[src/rtl/switch_config_ctrl.sv]
// Shadow/active select banks for the 16x16 crosspoint switch with an atomic, frame-aligned commit.
// Optional feature macro: SWCFG_BROADCAST_EN (broadcast writes to every shadow entry).
module switch_config_ctrl #(
  parameter bit          RESET_MAP      = 1'b0,
  parameter int unsigned COMMIT_TIMEOUT = 255
) (
  input  logic       clk,
  input  logic       rst_n,
  input  logic       wr_valid,
  output logic       wr_ready,
  input  logic [3:0] wr_addr,
  input  logic [3:0] wr_sel,
  input  logic       wr_bcast,
  input  logic       commit_req,
  input  logic       frame_sync,
  output logic       commit_done,
  output logic       commit_timeout,
  output logic       dirty,
  input  logic [3:0] rd_addr,
  output logic [3:0] rd_sel,
  output logic [3:0] sel0,
  output logic [3:0] sel1,
  output logic [3:0] sel2,
  output logic [3:0] sel3,
  output logic [3:0] sel4,
  output logic [3:0] sel5,
  output logic [3:0] sel6,
  output logic [3:0] sel7,
  output logic [3:0] sel8,
  output logic [3:0] sel9,
  output logic [3:0] sel10,
  output logic [3:0] sel11,
  output logic [3:0] sel12,
  output logic [3:0] sel13,
  output logic [3:0] sel14,
  output logic [3:0] sel15
);

  typedef enum logic {IDLE, ARMED} state_t;

  localparam bit         TIMEOUT_EN   = (COMMIT_TIMEOUT != 0);
  localparam logic [7:0] TIMEOUT_LAST = 8'(COMMIT_TIMEOUT - 1);

  state_t     state, state_next;
  logic [3:0] shadow [16];
  logic [3:0] active [16];
  logic [7:0] cnt;
  logic       wr_fire;
  logic       commit;
  logic       forced;

  always_ff @(posedge clk or negedge rst_n) begin
    if (!rst_n) state <= IDLE;
    else        state <= state_next;
  end

  // cnt holds the number of completed ARMED cycles minus one, so the forced
  // commit fires on the edge that ends the COMMIT_TIMEOUT-th ARMED cycle.
  always_comb begin
    state_next = state;
    wr_ready   = 1'b0;
    wr_fire    = 1'b0;
    commit     = 1'b0;
    forced     = 1'b0;
    case (state)
      IDLE: begin
        wr_ready = 1'b1;
        wr_fire  = wr_valid;
        if (commit_req) state_next = ARMED;
      end
      ARMED: begin
        if (frame_sync) begin
          commit     = 1'b1;
          state_next = IDLE;
        end else if (TIMEOUT_EN && (cnt == TIMEOUT_LAST)) begin
          commit     = 1'b1;
          forced     = 1'b1;
          state_next = IDLE;
        end
      end
      default: state_next = IDLE;
    endcase
  end

  always_ff @(posedge clk or negedge rst_n) begin
    if (!rst_n)              cnt <= 8'd0;
    else if (state == IDLE)  cnt <= 8'd0;
    else                     cnt <= cnt + 8'd1;
  end

  always_ff @(posedge clk or negedge rst_n) begin
    if (!rst_n) begin
      for (int i = 0; i < 16; i++) shadow[i] <= RESET_MAP ? 4'(i) : 4'h0;
    end else if (wr_fire) begin
`ifdef SWCFG_BROADCAST_EN
      if (wr_bcast) begin
        for (int i = 0; i < 16; i++) shadow[i] <= wr_sel;
      end else begin
        shadow[wr_addr] <= wr_sel;
      end
`else
      shadow[wr_addr] <= wr_sel;
`endif
    end
  end

`ifndef SWCFG_BROADCAST_EN
  logic bcast_unused;
  assign bcast_unused = wr_bcast;
`endif

  always_ff @(posedge clk or negedge rst_n) begin
    if (!rst_n) begin
      for (int i = 0; i < 16; i++) active[i] <= RESET_MAP ? 4'(i) : 4'h0;
    end else if (commit) begin
      for (int i = 0; i < 16; i++) active[i] <= shadow[i];
    end
  end

  always_ff @(posedge clk or negedge rst_n) begin
    if (!rst_n) begin
      dirty          <= 1'b0;
      commit_done    <= 1'b0;
      commit_timeout <= 1'b0;
    end else begin
      commit_done    <= commit;
      commit_timeout <= forced;
      if (commit)       dirty <= 1'b0;
      else if (wr_fire) dirty <= 1'b1;
    end
  end

  assign rd_sel = shadow[rd_addr];

  assign sel0  = active[0];
  assign sel1  = active[1];
  assign sel2  = active[2];
  assign sel3  = active[3];
  assign sel4  = active[4];
  assign sel5  = active[5];
  assign sel6  = active[6];
  assign sel7  = active[7];
  assign sel8  = active[8];
  assign sel9  = active[9];
  assign sel10 = active[10];
  assign sel11 = active[11];
  assign sel12 = active[12];
  assign sel13 = active[13];
  assign sel14 = active[14];
  assign sel15 = active[15];

endmodule

[config.mk]
export PLATFORM = sky130hd
export DESIGN_NAME = switch_config_ctrl
export DESIGN_NICKNAME = d
export VERILOG_FILES = /design/src/rtl/switch_config_ctrl.sv
export SDC_FILE = /design/constraint.sdc
export NUM_CORES = 1
export LEC_CHECK = 0
export CORE_UTILIZATION = 25
export DETAILED_ROUTE_END_ITERATION = 10
export GPL_TIMING_DRIVEN = 0
export SLEW_MARGIN = 10
export SYNTH_ARGS = -nofsm -noshare
export SYNTH_HDL_FRONTEND = slang
export SYNTH_SLANG_ARGS = --single-unit
[constraint.sdc]
create_clock -name clk -period 3.7 [get_ports clk]
set_clock_uncertainty 0.1 [all_clocks]
set_input_delay 0.555 -clock clk [delete_from_list [all_inputs] [get_ports clk]]
set_output_delay 0.555 -clock clk [all_outputs]
set_load 0.05 [all_outputs]
Yosys cells after proc, flatten, opt, wreduce, memory -nomap -nowiden
Cells that the tools add are included.
{"block": "classes", "n_addsub": 1, "order_cmp": 3, "n_eq_ne": 1, "muxes": 20, "bitwise": 3, "n_reduce_logical": 2}
{"op": "bitwise mux 64 bit", "n": 1}
{"op": "binary-select mux 4 bit (select 4 bit)", "n": 1}
{"op": "demux 4 bit (select 4 bit)", "n": 1}
{"op": "two-way mux 1 bit", "n": 12}
{"op": "two-way mux 4 bit", "n": 3}
{"op": "greater-or-equal comparator 5 bit (second input constant)", "n": 2}
{"op": "inverter 4 -> 5 bit", "n": 2}
{"op": "adder 8 x 1 -> 8 bit (second input constant)", "n": 1}
{"op": "equality test 8 bit (second input constant)", "n": 1}
{"op": "two-way mux 8 bit", "n": 1}
{"op": "< comparator 5 x 1 -> 1 bit (second input constant)", "n": 1}
{"op": "one-hot mux 1 bit (2 select lines)", "n": 1}
{"op": "nonzero test 2 bit", "n": 1}
{"op": "logical AND 1 bit", "n": 1}
{"op": "inverter 1 bit", "n": 1}
{"block": "word_totals", "reg_bits": 140, "out_inout_bits": 72}

Logic depth before layout (Yosys ltp)
Gate-level depths: netlist of run 1.
{"block": "depth", "word_depth": 6, "ltp_mapped": 7, "ltp_nobuf": 5}

Worst setup path after synthesis of run 1
OpenSTA, ideal clock, no wires.
{"block": "synth_path", "path_type": "input-to-output", "start": "in rd_addr[0]", "end": "out rd_sel[2]", "t_arrival_ns": 1.903, "path_slack_ns": 1.142, "path_stages": 5, "n_path_buf": 2, "cell_sequence": "buf_6 > buf_6 > mux4_2 > a22oi_1 > nand3_1"}
{"block": "synth_via", "elab_chain_cells": 4}
{"element": "from (decl)", "line_no": "19", "rtl": "input logic [3:0] rd_addr,"}
{"element": "inverter 4 -> 5 bit (implied by the code)", "line_no": "133", "rtl": "assign rd_sel = shadow[rd_addr];"}
{"element": "binary-select mux 4 bit (select 4 bit)", "line_no": "133"}
{"element": "two-way mux 4 bit (implied by the code) (2 in series)", "line_no": "133"}
{"element": "to (decl)", "line_no": "20", "rtl": "output logic [3:0] rd_sel,"}
Every way passes these cells. The select of a mux whose other input is x is not followed.

Worst setup path after layout of run 1
{"block": "layout_path", "start": "in rd_addr[1]", "end": "out rd_sel[2]"}
The elaborated chain is that of the path after synthesis.

==> out/metrics.csv, run 1 <==
stage,metric,value,unit
layout,share of final-layout standard cells stronger than drive strength 1,0.391,
logic_synthesis,synthesis-stage register bit count,140,
critical_path,delay of the slowest critical-path stage,0.72,ns
logic_synthesis,synth warn,0,
critical_path,"Data required, critical path",3.04,ns
critical_path,worst r2r dst,sel14[0],
clock_tree,post-CTS sizing,0,
floorplanning,starting utilization of the core area,0.255,
layout,storage element area,3500,µm²
logic_synthesis,Synth area leader,sky130_fd_sc_hd__dfrtp_1,
logic_synthesis,top cells by area in the synthesized netlist,"sky130_fd_sc_hd__dfrtp_1, sky130_fd_sc_hd__mux2_2, sky130_fd_sc_hd__mux2_4",
outcome,result of the run,"complete, no violations",
floorplanning,die boundary height,160,µm
timing,slew at the pin closest to its max-slew limit,0.705,ns
critical_path,crit path cell chain,clkbuf_1 -> buf_2 -> mux4_2 -> a22oi_1 -> nand3_1 -> clkdlybuf4s50_1,
drt,average wire per standard cell,18.0,µm
drt,post-DR vias/cell,4.27,
clock_tree,root buffer cell,sky130_fd_sc_hd__clkbuf_16,
logic_synthesis,cells after synthesis,381,
timing,PnR worst setup slack,0.234,ns
critical_path,slack of the worst reg-to-reg path,1.78,ns
power_and_ir_drop,Int Power,3.93,mW
timing,Slew Limit Fails,0,
clock_tree,total number of clock tree sinks,140,
power_and_ir_drop,cell leakage power,3.55,nW
floorplanning,die area,25500,µm²
layout,filler cell count in the final layout,2338,
timing,sum of negative setup slack,0,ns
logic_synthesis,Syn Area/Cell,16.3,µm²
critical_path,data arrival time of the critical path,2.81,ns
global_route,global-route usage over all layers,0.123,
placement,GP Congestion,0.783,
critical_path,worst r2r src,cnt[0],
floorplanning,I/O pin cnt,90,
drt,count of unresolved DRC violations after routing,0,
layout,diode count,0,
timing,setup repair after global routing missed its margin,no,
logic_synthesis,syn_nets,401,
critical_path,startpoint type of the worst setup path,input pin,
global_route,global-route wire length before repair,23800,µm
power_and_ir_drop,Net Sw Frac,0.358,
logic_synthesis,distinct cell type count of the synthesized netlist,39,
logic_synthesis,"top cells by count, synth","sky130_fd_sc_hd__dfrtp_1, sky130_fd_sc_hd__mux2_2, sky130_fd_sc_hd__mux2_4",
logic_synthesis,area share of the largest cell type after synthesis,0.564,
floorplanning,standard-cell rows,57,
floorplanning,overall die width,160,µm
layout,number of nets in the final layout,507,
global_route,largest net degree at the start of global routing,77,
critical_path,maximum fanout encountered on the critical timing path,10,
clock_tree,Clock Latency Late Sink,0.42,ns
power_and_ir_drop,clock network fraction of design power,0.288,
hold_path,class of the tightest hold or removal check,input pin to async pin,
drt,via count of the routed design,3516,
logic_synthesis,sequential fraction of the synthesis area,0.564,
logic_synthesis,fraction of registers with async set or reset after synthesis,1.00,
timing,worst slew slack as a fraction of its limit,0.530,
timing,count of endpoints failing hold in the final timing report,0,
critical_path,worst-path cell with the longest stage delay,sky130_fd_sc_hd__clkdlybuf4s50_1,
timing,ratio of final minimum period to clock period,0.937,
clock_tree,number of hold buffers added after CTS,0,
power_and_ir_drop,Flop pwr share,0.362,
power_and_ir_drop,power density over the cells,755,nW/µm²
clock_tree,Post-CTS Setup Repair Bufs,0,
floorplanning,core area,24300,µm²
logic_synthesis,most instantiated flip-flop cell in the synthesis netlist,sky130_fd_sc_hd__dfrtp_1,
layout,P&R area growth vs syn,30.8,%
drt,ANT nets after route,0,
clock_tree,clock tree from TritonCTS,built,
placement,Post-DP HPWL,11000,µm
drt,Final Routed Wirelength,14900,µm
drt,initial detailed-routing violation count,173,
placement,post-placement cell count,792,
global_route,Congestion Overflow GR,0,
logic_synthesis,cell area after technology mapping,6210,µm²
layout,"count of placed standard cells in the final layout, fillers left out",823,
timing,final-report setup violation count,0,
power_and_ir_drop,Max VDD drop,0.333,mV
critical_path,Reg2Reg Depth,7,
clock_tree,clock slew at reported path FFs,0.06,ns
clock_tree,H-tree lvl count,4,
timing,max frequency,289,MHz
placement,input/output buffers,86,
critical_path,CP Capture Type,primary output,
drt,count of TritonRoute iterations in the first routing pass,4,
timing,post-route minimum period,3.47,ns
placement,post-placement worst setup slack,0.205,ns
power_and_ir_drop,Psw,2.20,mW
global_route,antenna violations before repair,0,
clock_tree,TritonCTS buffer count,17,
global_route,via count of the first global-routing pass,3934,
power_and_ir_drop,share of power burned in combinational logic,0.350,
clock_tree,buffer depth of the longest clock path,2,
critical_path,WS Path Type,input pin to primary output,
job,max-cap viol count,0,
logic_synthesis,number of synthesized flops with an enable pin,0,
logic_synthesis,most common cell in the synthesized netlist,sky130_fd_sc_hd__dfrtp_1,
layout,multi-input combinational cell area,2500,µm²
==> power by group through the flow <==
stage	registers [mW]	logic, mW	clock network [mW]
2_1_floorplan	2.95	0.672	0
3_3_place_gp	2.24	2.13	0
3_5_place_dp	2.26	2.16	0
4_1_cts	2.24	2.17	1.81
5_1_grt	2.29	2.23	1.88
6_report	2.22	2.14	1.77
==> worst max-delay path: cells and delay by family <==
| family | cells | cell delay (ns) |
|---|---|---|
| and+or+nand+nor | 1 | 0.15 |
| buffers and inverters | 3 | 1.48 |
| AOI/OAI and AO/OA | 1 | 0.26 |
| muxes | 1 | 0.36 |
==> logic make-up after synthesis <==
family	synth area share
xor gates and xnor gates	0.00423
muxes	0.322
buffers and inverters	0.0337
AOI/OAI and AO/OA	0.0161
DFF	0.564
adders and majority gates	0.00403
and+or+nand+nor	0.0560
==> final cells by class <==
| type | count | area share |
|---|---|---|
| Multi-Input combinational cell | 219 | 0.307 |
| Clock inverter | 12 | 0.0199 |
| Sequential cell | 140 | 0.432 |
| Buffer | 17 | 0.0234 |
| Clock buffer | 19 | 0.0558 |
| Inverter | 5 | 0.00231 |
| Tap cell | 324 | 0.0499 |
| Timing Repair Buffer | 87 | 0.110 |
==> per-layer routing <==
layer	track usage	up-vias	wire, µm
met5	0	-	0
met4	0.0446	0	228
met3	0.0339	18	696
met2	0.199	74	7310
met1	0.159	1815	6620
li1	-	1609	-
==> through the flow <==
step | total power, mW | cell area [µm²] | utilization | hold slack (ns)
floorplan | 3.63 | 6210 | - | 0.159
global placement | 4.37 | 7470 | 0.307 | 0.382
detailed placement | 4.42 | 7500 | 0.309 | 0.402
CTS | 6.22 | 8120 | 0.334 | 0.0749
global route | 6.39 | 8120 | 0.334 | 0.104
finish | 6.13 | 8120 | 0.334 | 0.0459
==> cell usage in the layout (no fill, tap or decap), types with 3 or more instances in the layout <==
cell                              Yosys  routed
sky130_fd_sc_hd__mux4_2              16      16
sky130_fd_sc_hd__nand2_1             16      16
sky130_fd_sc_hd__nor2b_1              4       4
sky130_fd_sc_hd__inv_1                4       4
sky130_fd_sc_hd__nand3_1             11      11
sky130_fd_sc_hd__clkbuf_1             5       5
sky130_fd_sc_hd__a21oi_1              3       3
sky130_fd_sc_hd__clkdlybuf4s50_1      0      85
sky130_fd_sc_hd__clkbuf_16            0      17
sky130_fd_sc_hd__inv_6                0       4
sky130_fd_sc_hd__bufinv_16            0       3
sky130_fd_sc_hd__a22oi_1              4       4
sky130_fd_sc_hd__buf_6                3       4
sky130_fd_sc_hd__mux2_2              76      76
sky130_fd_sc_hd__nor2_1               9       9
sky130_fd_sc_hd__mux2_1               4       4
sky130_fd_sc_hd__clkinvlp_4           0       3
sky130_fd_sc_hd__mux2_4              49      49
sky130_fd_sc_hd__buf_12               6       6
sky130_fd_sc_hd__dfrtp_1            140     140
==> flip-flops by register name, indices dropped and copies added, names as in the netlist, 4 cells and up <==
| name | cells |
|---|---|
| sel5 | 4 |
| sel13 | 4 |
| sel12 | 4 |
| sel10 | 4 |
| sel0 | 4 |
| sel1 | 4 |
| sel9 | 4 |
| sel2 | 4 |
| sel7 | 4 |
| cnt | 8 |
| sel4 | 4 |
| sel15 | 4 |
| sel8 | 4 |
| sel14 | 4 |
| sel11 | 4 |
| sel3 | 4 |
| shadow | 64 |
| sel6 | 4 |
==> worst max-delay path by stage <==
stage | from | slack [ns] | endpoint
floorplan | rd_addr[0] | 1.14 | rd_sel[2]
global placement | rst_n | -3.32 | commit_done
detailed placement | rd_addr[1] | 0.21 | rd_sel[2]
CTS | rd_addr[1] | 0.20 | rd_sel[2]
global route | rd_addr[1] | 0.16 | rd_sel[2]
finish | rd_addr[1] | 0.23 | rd_sel[2]
(Power assumes the default switching activity.)
==> inputs of run 2 (changes only) <==
==> constraint.sdc (replaced) <==
create_clock -name clk -period 4 [get_ports clk]
set_clock_uncertainty 0.1 [all_clocks]
set_input_delay 0.6 -clock clk [delete_from_list [all_inputs] [get_ports clk]]
set_output_delay 0.6 -clock clk [all_outputs]
set_load 0.05 [all_outputs]
==> results of run 2 <==
The final DEF is identical to that of run 1. Status: complete, no violations.
Main changes from that run: setup slack after placement 0.205 ns -> 0.415 ns; setup slack after layout 0.234 ns -> 0.444 ns; hold slack 0.0459 ns -> 0.0909 ns; register-to-register setup slack 1.78 ns -> 2.08 ns; total power 6.13 mW -> 5.67 mW; worst IR drop on VDD 0.333 mV -> 0.308 mV
==> inputs of run 3 (changes only) <==
--- a/config.mk
+++ b/config.mk
@@ -5,6 +5,7 @@
 export SDC_FILE = /design/constraint.sdc
 export NUM_CORES = 1
 export LEC_CHECK = 0
+export CORE_ASPECT_RATIO = 0.75
 export CORE_UTILIZATION = 25
 export DETAILED_ROUTE_END_ITERATION = 10
 export GPL_TIMING_DRIVEN = 0
==> out/metrics.csv, run 3 (same netlist as run 1, synthesis figures left out) <==
stage,metric,value,unit,change
floorplanning,standard-cell rows,49,,-14%
global_route,Congestion Overflow GR,0,,unchanged
layout,"commonest cells after routing, fill and taps aside","sky130_fd_sc_hd__dfrtp_1, sky130_fd_sc_hd__clkdlybuf4s50_1, sky130_fd_sc_hd__mux2_2",,
drt,ANT nets after route,0,,unchanged
timing,setup repair after global routing missed its margin,no,,
layout,Largest register FFs,64,,unchanged
layout,register bank with the most flops,shadow,,
clock_tree,number of hold buffers added after CTS,0,,unchanged
critical_path,startpoint type of the worst setup path,input pin,,
floorplanning,starting utilization of the core area,0.257,,+0.00173
global_route,via count of the first global-routing pass,3919,,-0.38%
critical_path,CP Capture Type,primary output,,
drt,average wire per standard cell,18.3,µm,+1.3%
global_route,antenna violations before repair,2,,+2
power_and_ir_drop,clock network fraction of design power,0.296,,+0.008
clock_tree,clock tree from TritonCTS,built,,
power_and_ir_drop,power density over the cells,705,nW/µm²,
layout,top flop regs,"shadow (64), cnt (8)",,
clock_tree,Post-CTS Setup Repair Bufs,0,,unchanged
power_and_ir_drop,total power,5.75,mW,
drt,post-DR vias/cell,4.36,,+2.0%
floorplanning,die boundary height,138,µm,-13%
floorplanning,die area,25500,µm²,about the same
drt,via count of the routed design,3620,,+3.0%
layout,share of final-layout standard cells stronger than drive strength 1,0.392,,+0.00122
power_and_ir_drop,Max VDD drop,0.314,mV,
critical_path,data arrival time of the critical path,2.88,ns,
critical_path,WS Path Type,input pin to primary output,,
timing,slew at the pin closest to its max-slew limit,0.552,ns,-0.153 ns
timing,sum of negative setup slack,0,ns,unchanged
clock_tree,Clock Latency Late Sink,0.42,ns,about the same
floorplanning,overall die width,184,µm,+15%
power_and_ir_drop,Net Sw Frac,0.356,,
critical_path,"Data required, critical path",3.30,ns,
power_and_ir_drop,share of power burned in combinational logic,0.346,,-0.004
drt,Final Routed Wirelength,15200,µm,+2.3%
layout,diode count,0,,unchanged
placement,post-placement cell count,799,,+0.88%
layout,number of nets in the final layout,507,,unchanged
timing,post-route minimum period,3.58,ns,
layout,"count of placed standard cells in the final layout, fillers left out",831,,+0.97%
clock_tree,total number of clock tree sinks,140,,unchanged
drt,count of TritonRoute iterations in the first routing pass,4,,unchanged
job,max-cap viol count,0,,unchanged
power_and_ir_drop,cell leakage power,3.57,nW,+0.48%
critical_path,Reg2Reg Depth,7,,unchanged
placement,Post-DP HPWL,11300,µm,+2.4%
critical_path,maximum fanout encountered on the critical timing path,10,,unchanged
timing,final-report setup violation count,0,,unchanged
floorplanning,core area,24200,µm²,-0.67%
timing,max frequency,280,MHz,
timing,Slew Limit Fails,0,,unchanged
timing,count of endpoints failing hold in the final timing report,0,,unchanged
placement,GP Congestion,0.798,,+1.9%
layout,utilization of the core after routing,0.338,,+0.00377
power_and_ir_drop,Int Power,3.70,mW,
power_and_ir_drop,Flop pwr share,0.358,,-0.004
clock_tree,TritonCTS buffer count,17,,unchanged
global_route,global-route usage over all layers,0.128,,+0.00404
timing,ratio of final minimum period to clock period,0.894,,
layout,P&R area growth vs syn,31.3,%,
drt,initial detailed-routing violation count,140,,-19%
floorplanning,I/O pin cnt,90,,unchanged
layout,"leading cell type in the layout, fill and taps excluded",sky130_fd_sc_hd__dfrtp_1,,
outcome,result of the run,"complete, no violations",,
clock_tree,H-tree lvl count,4,,unchanged
clock_tree,clock slew at reported path FFs,0.07,ns,about the same
placement,input/output buffers,86,,unchanged
global_route,largest net degree at the start of global routing,94,,+22%
global_route,global-route wire length before repair,24100,µm,+1.1%
clock_tree,buffer depth of the longest clock path,2,,unchanged
power_and_ir_drop,Psw,2.04,mW,
hold_path,class of the tightest hold or removal check,input pin to async pin,,
clock_tree,post-CTS sizing,0,,unchanged
timing,hold slack final,0.0170,ns,
clock_tree,root buffer cell,sky130_fd_sc_hd__clkbuf_16,,
drt,count of unresolved DRC violations after routing,0,,unchanged
timing,worst slew slack as a fraction of its limit,0.631,,+0.101
-- run 3: layer usage --
layer | part of all wire | GRT usage
met5 | 0.00086 | 0
met4 | 0.0095 | 0.0382
met3 | 0.060 | 0.0390
met2 | 0.43 | 0.178
met1 | 0.50 | 0.187
-- run 3: power by group through the flow --
stage               Clock (mW)  Combinational, mW  Sequential [mW]
floorplan                    0              0.622             2.73
detailed placement           0               2.00             2.09
CTS                       1.74               2.01             2.07
global route              1.81               2.07             2.11
global placement             0               1.98             2.07
finish                    1.70               1.99             2.06
-- run 3: worst paths after layout --
| kind | start | endpoint | slack, ns |
|---|---|---|---|
| worst max-delay path | rd_addr[1] | rd_sel[2] | 0.42 |
| worst min-delay path | rst_n | sel9[2] | 0.02 |
| worst max register to register | cnt[0] | sel10[2] | 2.02 |
| worst min register to register | sel10[3] | sel10[3] | 0.41 |
| max in group asynchronous | rst_n | sel2[3] | 2.95 |
| min in group clk | sel10[3] | sel10[3] | 0.41 |
-- run 3: area by class of cell --
class,count,area (µm²)
Clock inverter,13,189
Clock buffer,19,453
Timing Repair Buffer,87,890
Inverter,5,18.8
Multi-Input combinational cell,219,2500
Buffer,17,190
Tap cell,331,414
Sequential cell,140,3500
Fill cell,2365,16000
-- run 3: metrics by stage --
| stage | worst slack (ns) | area [µm²] |
|---|---|---|
| after global placement | -3.10 | 7480 |
| after global routing | 0.322 | 8150 |
| final | 0.422 | 8150 |
| after floorplan | 1.35 | 6210 |
| after CTS | 0.419 | 8150 |
| after detailed placement | 0.426 | 7510 |
-- run 3: worst max-delay path, stage by stage --
cell and delay [ns]:
sky130_fd_sc_hd__clkbuf_1 0.39, sky130_fd_sc_hd__buf_2 0.41, sky130_fd_sc_hd__mux4_2 0.37, sky130_fd_sc_hd__a22oi_1 0.17, sky130_fd_sc_hd__nand3_1 0.18, sky130_fd_sc_hd__clkdlybuf4s50_1 0.75
